--- config.mk ---
export PLATFORM = sky130hd
export DESIGN_NAME = fir_filter_flat
export DESIGN_NICKNAME = d
export VERILOG_FILES = /design/src/rtl/fir_filter_if.sv /design/src/rtl/fir_filter.sv /design/src/flat_wrapper.sv
export SDC_FILE = /design/constraint.sdc
export NUM_CORES = 1
export LEC_CHECK = 0
export ABC_AREA = 1
export CAP_MARGIN = 20
export CORE_MARGIN = 1.5
export CORE_UTILIZATION = 45
export CTS_CLUSTER_SIZE = 24
export DETAILED_ROUTE_END_ITERATION = 10
export DONT_BUFFER_PORTS = 1
export SLEW_MARGIN = 5
export SYNTH_ARGS = -nofsm -noshare
export SYNTH_HDL_FRONTEND = slang
export SYNTH_SLANG_ARGS = --single-unit
--- constraint.sdc ---
create_clock -name CLK -period 12.3 [get_ports CLK]
set_input_delay 1.23 -clock CLK [delete_from_list [all_inputs] [get_ports CLK]]
set_output_delay 1.23 -clock CLK [all_outputs]
set_load 0.05 [all_outputs]
--- src/rtl/fir_filter_if.sv ---
// Sample stream bundle for fir_filter: input sample plus the qualified filtered output.
// Bit 0 is the MSB of both 16-bit fields.
interface fir_filter_if;
   logic signed [0:15] Data;
   logic               Data_valid;
   logic signed [0:15] DataOut;

   modport master (
      output Data,
      input  Data_valid,
      input  DataOut
   );

   modport slave (
      input  Data,
      output Data_valid,
      output DataOut
   );
endinterface

--- src/rtl/fir_filter.sv ---
// Resource-shared direct-form FIR: one multiplier and one accumulator walk the taps,
// so each filtered sample takes TAPS+1 clocks and Data is captured once per frame.
module fir_filter #(
   parameter int                  TAPS   = 16,
   parameter logic [TAPS*16-1:0]  COEFFS = {TAPS{16'sd2048}}
) (
   input  logic        CLK,
   input  logic        RST_N,
   fir_filter_if.slave bus
);
   localparam int CW = $clog2(TAPS + 1);
   localparam int IW = $clog2(TAPS);
   localparam int AW = 32 + $clog2(TAPS);
   localparam logic signed [AW-1:0] SAT_MAX = AW'(32'sd32767);
   localparam logic signed [AW-1:0] SAT_MIN = AW'(-32'sd32768);

   logic        [CW-1:0] cnt_r;
   logic signed [15:0]   x_r [TAPS];
   logic signed [AW-1:0] acc_r;
   logic signed [15:0]   out_r;
   logic                 valid_r;
   logic                 first_r;

   logic        [IW-1:0] idx_s;
   logic signed [15:0]   coef_s;
   logic signed [31:0]   prod_s;
   logic signed [AW-1:0] prod_ext_s;
   logic signed [AW-1:0] acc_base_s;

   // Arithmetic shift by 15 (floor) followed by clamping to the 16-bit signed range.
   function automatic logic signed [15:0] sat16(input logic signed [AW-1:0] v);
      logic signed [AW-1:0] s;
      s = v >>> 15;
      if (s > SAT_MAX) begin
         sat16 = 16'sh7FFF;
      end else if (s < SAT_MIN) begin
         sat16 = 16'sh8000;
      end else begin
         sat16 = s[15:0];
      end
   endfunction

   // Tap selection, shared multiply and accumulator restart on the first tap of a frame.
   always_comb begin
      idx_s      = {IW{1'b0}};
      if (cnt_r == {CW{1'b0}}) begin
         idx_s = {IW{1'b0}};
      end else begin
         idx_s = IW'(cnt_r - CW'(1));
      end
      coef_s     = $signed(COEFFS[idx_s*16 +: 16]);
      prod_s     = x_r[idx_s] * coef_s;
      prod_ext_s = {{(AW-32){prod_s[31]}}, prod_s};
      if (cnt_r == CW'(1)) begin
         acc_base_s = {AW{1'b0}};
      end else begin
         acc_base_s = acc_r;
      end
   end

   // Frame counter, delay line, accumulator and registered result/strobe.
   always_ff @(posedge CLK or negedge RST_N) begin
      if (!RST_N) begin
         cnt_r   <= {CW{1'b0}};
         acc_r   <= {AW{1'b0}};
         out_r   <= 16'sd0;
         valid_r <= 1'b0;
         first_r <= 1'b1;
         for (int k = 0; k < TAPS; k++) begin
            x_r[k] <= 16'sd0;
         end
      end else begin
         if (cnt_r == CW'(TAPS)) begin
            cnt_r <= {CW{1'b0}};
         end else begin
            cnt_r <= cnt_r + CW'(1);
         end
         if (cnt_r == {CW{1'b0}}) begin
            for (int k = TAPS - 1; k > 0; k--) begin
               x_r[k] <= x_r[k-1];
            end
            x_r[0] <= bus.Data;
            // The frame right after reset has no finished accumulation to publish.
            if (!first_r) begin
               out_r   <= sat16(acc_r);
               valid_r <= 1'b1;
            end else begin
               valid_r <= 1'b0;
            end
            first_r <= 1'b0;
         end else begin
            acc_r   <= acc_base_s + prod_ext_s;
            valid_r <= 1'b0;
         end
      end
   end

   assign bus.DataOut    = out_r;
   assign bus.Data_valid = valid_r;
endmodule

--- src/flat_wrapper.sv ---
// flat-port wrapper written by rule: the top's interface ports become plain ports
module fir_filter_flat 
#(
   parameter int                  TAPS   = 16,
   parameter logic [TAPS*16-1:0]  COEFFS = {TAPS{16'sd2048}}
)
  (CLK, RST_N, bus_Data, bus_Data_valid, bus_DataOut);
  fir_filter_if bus_i ();
  input  logic CLK;
  input  logic RST_N;
  input wire logic [$bits(bus_i.Data)-1:0] bus_Data;
  output wire logic [$bits(bus_i.Data_valid)-1:0] bus_Data_valid;
  output wire logic [$bits(bus_i.DataOut)-1:0] bus_DataOut;
  assign bus_i.Data = bus_Data;
  assign bus_Data_valid = bus_i.Data_valid;
  assign bus_DataOut = bus_i.DataOut;
  fir_filter #(.TAPS(TAPS), .COEFFS(COEFFS)) u_core (.CLK(CLK), .RST_N(RST_N), .bus(bus_i));
endmodule
* Yosys cells after proc, flatten, opt, wreduce, memory -nomap -nowiden
Cells that the tools add are included.
** Operators by class
- Shifts and indexed selects :: 1
- Muxes and demuxes :: 10
- $mul :: 1
- Reductions and logical operators :: 2
- $lt $le $gt $ge :: 3
- Bitwise gates (word level) :: 2
- Equal/unequal tests :: 2
- $add $sub $neg :: 3
** Operators by type and width (count)
- $shiftx A256 B9 Y16 const A :: 1
- $bmux W16 S4 :: 1
- $mux W16 :: 4
- $add A36 B32 Y36 :: 1
- $mux W36 :: 1
- $mul A16 B16 Y32 :: 1
- $gt A21 B16 Y1 const B :: 1
- $lt A21 B16 Y1 const B :: 1
- $add A5 B1 Y5 const B :: 1
- $eq A5 B1 Y1 const B :: 1
- $eq A5 B5 Y1 const B :: 1
- $ge A5 B5 Y1 const B :: 1
- $logic_not A5 Y1 :: 1
- $mux W5 :: 1
- $not A4 Y5 :: 1
- $mux W4 :: 1
- $sub A4 B1 Y4 const B :: 1
- $mux W1 :: 2
- $reduce_and A2 Y1 :: 1
- $not A1 Y1 :: 1
** Storage, ports and cells
- Flip-flop bits (word level) :: 315
- Output and inout bits :: 17
- Bits of input ports :: 18

* Depth between registers and ports, before layout
Gate-level depths: netlist of run 1.
- Depth after elaboration :: 8
- Gate-level depth with buffers :: 31
- Mapped depth without buffers :: 26

* Least setup slack after synthesis of run 1
No wires, ideal clock.
- Path kind :: reg2reg
- Start point :: register u_core.cnt_r[0]
- End point :: register u_core.acc_r[23]
- Cell stages (with the launch flop) :: 27
- Setup time :: 0.134 ns
- Slack :: 7.777 ns
- Arrival time :: 4.389 ns
- Path buffers :: 5
- Cell sequence :: dfrtp_1 buf_2 inv_2 buf_2 buf_2 ha_1 nand3_4 nand2_4 buf_6 inv_4 buf_6 nand2_1 o211ai_1 a221oi_1 nor2_1 ha_1 ha_1 ha_1 inv_1 fa_1 o21ai_2 a21boi_1 o21ai_0 nand2_1 nand2_1 xnor2_1 o21ai_0
** On the way
- Word-level cells in the longest chain between the ends :: 8
- Elaborated cells on any way between the ends :: 12
- Those cells by class :: 2 x add/sub; 1 x mul; 1 x eq/ne; 1 x shift; 5 x mux; 1 x bitwise; 1 x reduce/logical
** Ends and longest elaborated chain
- start: declaration :: line fir_filter.sv:17 : logic [CW-1:0] cnt_r;
- start signal: assignment :: line fir_filter.sv:64 : cnt_r <= {CW{1'b0}};
- start signal: assignment :: line fir_filter.sv:74 : cnt_r <= {CW{1'b0}};
- start signal: assignment :: line fir_filter.sv:76 : cnt_r <= cnt_r + CW'(1);
- parallel branches: the longest is 8 deep, another holds $add A36 B32 Y36
- end signal: assignment :: line fir_filter.sv:65 : acc_r <= {AW{1'b0}};
- end signal: assignment :: line fir_filter.sv:92 : acc_r <= acc_base_s + prod_ext_s;
- end: declaration :: line fir_filter.sv:19 : logic signed [AW-1:0] acc_r;
Parallel ways; which one is timed is not known. The select of a mux whose other input is x is not followed.
A chain may end at the register's enable or synchronous reset.

* Worst setup path after layout of run 1
- Start point :: register u_core.cnt_r[0]
- End point :: register u_core.acc_r[30]
The elaborated chain is that of the path after synthesis.

==> out/metrics.yaml, run 1 <==
yosysWarnings: 0
drt_pass1_iterations: 5
met2_length_um: 17300
synth_nets: 2030
syn_area_um2: 15700
numClockSinks: 304
wl_um: 37500
wl_met1_um: 17900
vdd_ir_drop_max_mv: 0.122
cts_hold_buf: 0
cp_top_family: "compound AO/OA/AOI/OAI gates"
antenna_cells: 0
ys_types: 47
cts_root_buffer: "clkbuf_16"
layout_common_cells: "535 x nand2_1, 339 x o21ai_0, 303 x dfrtp_1, 201 x inv_1, 97 x a21oi_1"
worst_slack_ps: 5080
path_max_fanout: 87
slew_violations: 0
post-cts-setup-buffers: 0
die_y_um: 190
initial_core_util_pct: 45.6
worstPathRequired_ps: 12670
dp_worst_setup_slack_ps: 5070
rsz0062_at_grt: "no"
clk_pin_slew_ps: 60
worst_pin_slew_ps: 1070
grt_overflow_total: 0
fmax_ghz: 0.139
final_cell_area_um2: 16900
top_layer: "met4"
period_share_pct: 58.7
vias: 12500
antenna_left: 0
p_leak_nw: 8.13
cp.arrival_ps: 7580
slew_headroom_pct: 28.8
num_io_pins: 35
fin_nets: 1959
finalSetupTns_ps: 0
crit_slowest_cell: "nand2_4"
detailed_place.area_um2: 15800
path_cells: "inv_2 > ha_1 > nand3_4 > nand2_4 > buf_4 > nand2_1 > o21ai_0 > a21oi_1 > a221oi_1 > nor2_1 > ha_1 > ha_1 > ha_1 > a21oi_1 > nand2_1 > a21boi_0 > o21ai_0 > a21oi_1 > xor2_1 > o21ai_0"
ctsHtreeMaxLevel: 2
p_per_area_nw_per_um2: 151
criticalPathCategory: "register to register"
rows: 68
post-dp-hpwl_um: 22100
area_growth_pct: 7.60
crit_top_cell: "ha_1"
ys_ff_latch: 304
grt_max_degree: 305
synth_area_leaders: "dfrtp_1 48%, nand2_1 13%, o21ai_0 11%"
status: "finished, final reports clean"
antenna_found_initial: 0
slowest_delay_ps: 750
grt_pass1_wl_um: 62200
end_kind: "register"
critPathBufInv: 2
hold_viol_final: 0
cts_tree: "done"
drv_cap: 0
period_needed_ps: 7220
worstSetupPathDepth: 20
port_buffers: 0
final_common_cell: "nand2_1"
cts-resized-gates: 0
cts_buffers: 34
drtIter0Drc: 1202
gp_congestion: 0.920
place_inst: 2287
dieArea_um2: 36000
dr_wl_met3_um: 1570
synth_top_area_cell: "dfrtp_1"
hp-class: "input pin to asynchronous set/reset pin"
core-area_um2: 34500
drc: 0
finalSetupViolCount: 0
grt_pass1_vias: 11812
syn_avg_cell_area_um2: 8.10
synth_top_area_share_pct: 48.3
final_util_pct: 49.0
die_w_um: 190
drive_gt1_share_pct: 4.17
cts_buffer_depth: 3
yosysSeqAreaShare_pct: 48.5
vias_per_cell: 5.32
instances_no_fill: 2349
r2r_cells: 20
finClkSkew_ps: 31.4
postSynthCellCount: 1939
wl_per_cell_um: 16.0
cp-start-kind: "register"
track_usage_pct: 21.3
clock_latency_ps: 540
-- final timing paths --
path,start,to,slack [ps]
worst min register to register,u_core.acc_r[31],u_core.acc_r[31],480
min in group CLK,u_core.acc_r[31],u_core.acc_r[31],480
max in group asynchronous,RST_N,u_core.x_r[174],11220
worst max-delay path,u_core.cnt_r[0],u_core.acc_r[30],5080
worst max register to register,u_core.cnt_r[0],u_core.acc_r[30],5080
worst min-delay path,RST_N,u_core.x_r[143],430
-- synth_stat cells, drive strengths merged --
master   count
o21ai      347
dfstp        1
or2          3
o221ai       6
dfrtp      303
xor2        10
o21bai       2
xnor2        8
inv        206
a221oi      12
nand2      538
buf         57
nor4         3
clkbuf      59
a211oi       5
nor3         4
o211ai      33
fa           1
o22ai        3
a21oi       97
or3          1
a22oi        1
a21o         4
o41ai        1
a21boi       2
nand3b       1
a31oi        2
o31ai        1
o2111ai      1
nand3       56
a2bb2oi     15
nand4        4
nor2        80
ha          72
-- per-layer routing --
metal,vias to the layer above,track usage (%)
met2,254,34.8
met3,51,2.77
met5,-,0
li1,6206,-
met1,5989,30.0
met4,0,5.59
-- where the power goes --
part | internal, mW | leakage (nW) | switching, mW
clock network | 0.573 | 0.547 | 0.420
logic | 0.135 | 3.66 | 0.201
registers | 1.07 | 3.93 | 0.149
-- sequential cells by signal (all words and copies together), names as in the netlist --
signal / count
u_core.acc_r: 25
u_core.bus.DataOut: 16
u_core.bus.Data_valid: 1
u_core.cnt_r: 5
u_core.first_r: 1
u_core.x_r: 256
-- final cells by class --
type                            instances  area, um^2
Timing Repair Buffer                    9        80.1
Clock buffer                           52        1010
Sequential cell                       304        7610
Tap cell                              455         569
Clock inverter                         10        93.8
Inverter                              206         781
Multi-Input combinational cell       1313        6750
Fill cell                            3347       17600
-- logic make-up after synthesis --
kind of cell	after synthesis	synth area share (%)
AND/OR/NAND/NOR	690	17.5
AO/OA/AOI/OAI	532	18.7
buffers and inverters	322	8.54
flip-flops	304	48.5
adder cells (fa/ha/maj)	73	5.86
XOR/XNOR	18	1.00
-- metrics by stage --
step           power [mW]  hold slack, ps
2_1_floorplan        1.49             440
3_3_place_gp         1.58             463
3_5_place_dp         1.58             467
4_1_cts              2.58             402
5_1_grt              2.68             394
6_report             2.55             432
(Power assumes the default switching activity.)
==> run 2, diff against run 1 <==
==> constraint.sdc (replaced) <==
create_clock -name CLK -period 7.6 [get_ports CLK]
set_input_delay 0.76 -clock CLK [delete_from_list [all_inputs] [get_ports CLK]]
set_output_delay 0.76 -clock CLK [all_outputs]
set_load 0.05 [all_outputs]
==> run 2 against run 1 <==
The run now ends with negative hold slack left. Final cell count increased by 0.21%. Critical endpoint is now u_core.acc_r[31]. Count of clock-buffer cells in the layout decreased by 8. Highest routed layer unchanged. Worst setup slack worse by 3000 ps. Combinational power rose by 62%. Cell area increased by 0.81%. First-iteration DRC count decreased by 25%. Register-to-register slack got worse by 3000 ps. Non-clock buffer count up 7. Sequential power increased by 63%. Power up 67%. Via count fell by 0.10%. Core utilization rose by 0.40 points.
==> out/metrics.yaml, run 2 (synthesized netlist as in run 1, its figures left out) <==
status: "complete, but fails checks"
violations: "negative hold slack"
finalSetupTns_ps: 0  # unchanged
layout_common_cells: "535 x nand2_1, 339 x o21ai_0, 303 x dfrtp_1, 201 x inv_1, 97 x a21oi_1"
grt_pass1_vias: 11841  # +0.25%
comb_power_share_pct: 12.7  # -0.4 points
final_common_cell: "nand2_1"
die_y_um: 190  # unchanged
cts_buffers: 35  # +2.9%
drc: 0  # unchanged
fin_nets: 1967  # +0.41%
p_total_mw: 4.27  # +67%
ctsHtreeMaxLevel: 2  # unchanged
antenna_found_initial: 0  # unchanged
wl_per_cell_um: 16.2  # +1.5%
cts-resized-gates: 0  # unchanged
crit_start: "u_core.cnt_r[1]"
drt_pass1_iterations: 6  # +1
post-dp-hpwl_um: 23100  # +4.7%
fmax_ghz: 0.182  # +31%
num_io_pins: 35  # unchanged
cp.arrival_ps: 5910  # -1670 ps
rsz0062_at_grt: "no"
cts_tree: "done"
path_max_fanout: 61  # -30%
vias: 12487  # -0.10%
antenna_cells: 0  # unchanged
period_needed_ps: 5500  # -1720 ps
vias_per_cell: 5.30  # -0.32%
area_growth_pct: 8.48
track_usage_pct: 21.7  # +0.35 points
port_buffers: 0  # unchanged
holdWs_ps: -40.3  # -472 ps
slew_violations: 0  # unchanged
p_int_mw: 3.00  # +68%
p_sw_share_pct: 29.7  # -0.50 points
worstReg2RegEnd: "u_core.acc_r[31]"
final_util_pct: 49.4  # +0.40 points
drtIter0Drc: 903  # -25%
worstPathRequired_ps: 8010  # -4660 ps
path_cells: "inv_1 > ha_1 > nand3_4 > nand2_4 > inv_4 > o21ai_0 > nand3_1 > nand2_1 > o21ai_0 > inv_1 > ha_1 > ha_1 > ha_1 > a21oi_1 > o21ai_0 > a21oi_1 > o21ai_0 > a21o_1 > or2_0 > nand3_1 > nand2_1"
top_register: "u_core.x_r"
finalSetupViolCount: 0  # unchanged
r2r-start: "u_core.cnt_r[1]"
finClkSkew_ps: 21.5  # -9.87 ps
grt_overflow_total: 0  # unchanged
wl_um: 38200  # +1.7%
clk_pin_slew_ps: 60  # about the same
die_w_um: 190  # unchanged
core-area_um2: 34500  # unchanged
cp-start-kind: "register"
r2r_setup_slack_ps: 2100  # -2980 ps
hold_viol_final: 59  # +59
clock_latency_ps: 540  # about the same
antenna_left: 0  # unchanged
gp_congestion: 0.910  # -1.1%
p_seq_share_pct: 46.6  # -1.3 points
r2r_cells: 21  # +5.0%
grt_pass1_wl_um: 62900  # +1.1%
slowest_delay_ps: 660  # -90 ps
cts_buffer_depth: 3  # unchanged
switchingPower_mw: 1.27  # +64%
criticalPathCategory: "register to register"
cts_root_buffer: "clkbuf_16"
numClockSinks: 304  # unchanged
p_per_area_nw_per_um2: 251  # +66%
crit_path_end: "u_core.acc_r[31]"
post-cts-setup-buffers: 0  # unchanged
drv_cap: 0  # unchanged
drive_gt1_share_pct: 4.69  # +0.52 points
vdd_ir_drop_max_mv: 0.241  # +97%
worst_pin_slew_ps: 937  # -132 ps
largest_reg_flops: 256  # unchanged
dieArea_um2: 36000  # unchanged
slew_headroom_pct: 37.6  # +8.8 points
p_leak_nw: 8.20  # +0.85%
hp-class: "input pin to asynchronous set/reset pin"
period_share_pct: 72.4  # +14 points
end_kind: "register"
clkPwrFrac_pct: 40.6  # +1.7 points
initial_core_util_pct: 45.6  # unchanged
crit_slowest_cell: "inv_4"
rows: 68  # unchanged
grt_max_degree: 305  # unchanged
run 2: changes by cell type in the layout (fill, tap and decap cells not counted), moves of 2 or more:
cell,previous run,this run
clkinvlp_4,0,2
clkbuf_8,9,4
buf_4,8,14
clkbuf_16,34,36
bufinv_16,0,4
clkbuf_1,9,4
run 2: metal layers:
metal / part of all wire (%) / vias to the layer above / track usage [%] / wire, um
li1: - / 6229 / - / -
met1: 48 / 5968 / 31.0 / 18200
met2: 46 / 241 / 34.5 / 17500
met3: 4.5 / 49 / 3.04 / 1730
met4: 2.0 / 0 / 5.74 / 767
met5: 0 / - / 0 / 0
run 2: how the worst min path moves through the flow:
stage | start | endpoint | depth (start not counted)
after floorplan | u_core.cnt_r[4] | u_core.cnt_r[4] | 1
after global placement | u_core.x_r[11] | u_core.x_r[11] | 2
after detailed placement | u_core.x_r[7] | u_core.x_r[7] | 2
after CTS | RST_N | u_core.x_r[139] | 0
after global routing | RST_N | u_core.x_r[255] | 0
final | RST_N | u_core.x_r[255] | 0
run 2: stage by stage:
step	hold slack, ps	cells	worst slack [ps]	cell area (um^2)
after detailed placement	466	2292	2240	15800
after floorplan	440	1939	3080	15700
after global routing	-63.5	2354	1620	17000
after CTS	-64.9	2352	2220	17000
after global placement	462	2292	2300	15800
final	-40.3	2354	2100	17000
run 2: layout make-up:
class	instances	area, um^2
fillers	3432	17400
flip-flops and latches	304	7610
multi-input cells	1313	6750
clock buffers	44	971
inverters	206	781
well taps	455	569
clock inverters	16	204
repair buffers	16	145
run 2: power groups by stage:
stage | clock [mW] | combinational, mW | sequential [mW]
2_1_floorplan | 0 | 0.432 | 1.98
3_3_place_gp | 0 | 0.538 | 2.02
3_5_place_dp | 0 | 0.547 | 2.02
4_1_cts | 1.77 | 0.549 | 1.99
5_1_grt | 1.83 | 0.628 | 2.01
6_report | 1.73 | 0.543 | 1.99
run 2: worst max-delay path, delay by kind of cell (launching register included):
kind / cells / cell delay, ps
compound gates: 7 / 1720
fa+ha+maj: 4 / 1240
simple gates: 7 / 1120
buf+inv: 3 / 860
flops: 1 / 410
==> run 3, diff against run 2 <==
==> constraint.sdc (replaced) <==
create_clock -name CLK -period 5.6 [get_ports CLK]
set_input_delay 0.56 -clock CLK [delete_from_list [all_inputs] [get_ports CLK]]
set_output_delay 0.56 -clock CLK [all_outputs]
set_load 0.05 [all_outputs]
==> run 3 against run 2 <==
The flow still finishes with violations (negative hold slack). Die area stayed put. First-iteration DRC count is 8.9% higher. Non-clock buffer count is 3 higher. Combinational power is 37% higher. Core utilization is 0.080 points higher. Cell area is 0.16% higher. Fmax is 7.0% higher. Worst setup slack worse by 1600 ps. Critical path depth is 1 lower. Highest routed layer unchanged.
==> out/metrics.yaml, run 3 (synthesized netlist as in run 1, its figures left out) <==
status: "complete, but fails checks"
violations: "negative hold slack"
switchingPower_mw: 1.70  # +34%
grt_pass1_vias: 11953  # +0.95%
r2r-start: "u_core.cnt_r[1]"
holdWs_ps: -249  # -209 ps
finalSetupTns_ps: 0  # unchanged
top_register: "u_core.x_r"
cts_buffer_depth: 3  # unchanged
rows: 68  # unchanged
die_y_um: 190  # unchanged
end_kind: "register"
worstPathRequired_ps: 6000  # -2010 ps
largest_reg_flops: 256  # unchanged
fin_nets: 1970  # +0.15%
port_buffers: 0  # unchanged
hold_viol_final: 303  # +410%
cts-resized-gates: 0  # unchanged
drv_cap: 0  # unchanged
fill_cells: 3353  # -2.3%
clkPwrFrac_pct: 39.9  # -0.7 points
p_seq_share_pct: 47.0  # +0.4 points
cts_tree: "done"
p_sw_share_pct: 29.7  # +0.047 points
post-cts-setup-buffers: 0  # unchanged
final_util_pct: 49.5  # +0.080 points
vias: 12522  # +0.28%
core-area_um2: 34500  # unchanged
post-dp-hpwl_um: 22800  # -1.3%
r2r_cells: 20  # -4.8%
clk_pin_slew_ps: 60  # about the same
p_int_mw: 4.02  # +34%
crit_slowest_cell: "a221oi_1"
track_usage_pct: 21.6  # -0.095 points
fmax_ghz: 0.195  # +7.0%
antenna_cells: 0  # unchanged
grt_pass1_wl_um: 62500  # -0.54%
antenna_found_initial: 0  # unchanged
wl_um: 37900  # -0.82%
place_inst: 2297  # +0.22%
cp.arrival_ps: 5540  # -370 ps
worstReg2RegEnd: "u_core.acc_r[31]"
period_share_pct: 91.8  # +19 points
p_leak_nw: 8.22  # +0.20%
final_common_cell: "nand2_1"
criticalPathCategory: "register to register"
vias_per_cell: 5.31  # +0.11%
wl_per_cell_um: 16.1  # -0.99%
grt_max_degree: 305  # unchanged
numClockSinks: 304  # unchanged
layout_common_cells: "535 x nand2_1, 339 x o21ai_0, 303 x dfrtp_1, 201 x inv_1, 97 x a21oi_1"
num_io_pins: 35  # unchanged
cp_top_family: "compound AO/OA/AOI/OAI gates"
finalSetupViolCount: 0  # unchanged
cts_root_buffer: "clkbuf_16"
slowest_delay_ps: 500  # -160 ps
die_w_um: 190  # unchanged
path_max_fanout: 138  # +130%
slew_violations: 0  # unchanged
crit_top_cell: "ha_1"
vdd_ir_drop_max_mv: 0.247  # +2.7%
dieArea_um2: 36000  # unchanged
grt_overflow_total: 0  # unchanged
instances_no_fill: 2358  # +0.17%
ctsHtreeMaxLevel: 2  # unchanged
path_cells: "inv_1 > ha_1 > nand3_4 > nand2_4 > buf_12 > nand2_1 > o21ai_0 > nand2_1 > a221oi_1 > nor2_1 > ha_1 > ha_1 > ha_1 > a21oi_1 > a21boi_1 > o21ai_0 > a21o_1 > or2_0 > nand3_1 > nand2_1"
critPathBufInv: 2  # -1
drt_pass1_iterations: 5  # -1
comb_power_share_pct: 13.0  # +0.3 points
cts_buffers: 35  # unchanged
clock_latency_ps: 530  # about the same
period_needed_ps: 5140  # -362 ps
area_growth_pct: 8.65
initial_core_util_pct: 45.6  # unchanged
p_per_area_nw_per_um2: 335  # +34%
drtIter0Drc: 983  # +8.9%
rsz0062_at_grt: "no"
hp-class: "input pin to asynchronous set/reset pin"
gp_congestion: 0.913  # +0.34%
cp-start-kind: "register"
finClkSkew_ps: 29.6  # +8.13 ps
crit_path_end: "u_core.acc_r[31]"
multi_input_area_um2: 6750  # unchanged
drive_gt1_share_pct: 4.89  # +0.20 points
r2r_setup_slack_ps: 460  # -1640 ps
antenna_left: 0  # unchanged
ff_latch_area_um2: 7610  # unchanged
crit_start: "u_core.cnt_r[1]"
slew_headroom_pct: 34.7  # -2.9 points
worstSetupPathDepth: 20  # -4.8%
drc: 0  # unchanged
worst_pin_slew_ps: 980  # +42.8 ps
[run 3: how the worst min path moves through the flow]
stage / startpoint / to / slack [ps]
3_3_place_gp: RST_N / u_core.x_r[61] / 290
4_1_cts: RST_N / u_core.x_r[105] / -270
3_5_place_dp: RST_N / u_core.x_r[45] / 290
6_report: RST_N / u_core.x_r[89] / -250
2_1_floorplan: RST_N / u_core.acc_r[11] / 260
5_1_grt: RST_N / u_core.x_r[77] / -270
[run 3: power groups by stage]
stage | sequential, mW | clock (mW) | combinational [mW]
floorplan | 2.69 | 0 | 0.587
global placement | 2.73 | 0 | 0.729
detailed placement | 2.73 | 0 | 0.746
CTS | 2.69 | 2.34 | 0.754
global route | 2.71 | 2.42 | 0.865
finish | 2.69 | 2.29 | 0.744
[run 3: stage by stage]
stage	total power, mW	instance area [um^2]	setup slack (ps)
floorplan	3.27	15700	1080
global placement	3.46	15900	603
detailed placement	3.48	15900	534
CTS	5.78	17100	499
global route	6.00	17100	4.01
finish	5.72	17100	462
[run 3: layout make-up]
| cell class | instances | area share [%] |
|---|---|---|
| sequential | 304 | 44.6 |
| tap | 455 | 3.34 |
| multi-input combinational | 1313 | 39.6 |
| clock inverter | 13 | 0.821 |
| inverter | 206 | 4.58 |
| timing repair buffer | 19 | 1.13 |
| clock buffer | 48 | 5.95 |
[run 3: metal layers]
metal | wire, um | share of wire, % | GRT usage, %
met5 | 0 | 0 | 0
met4 | 665 | 1.8 | 5.53
met3 | 1500 | 4.0 | 3.19
met2 | 17400 | 46 | 34.9
met1 | 18300 | 48 | 30.4
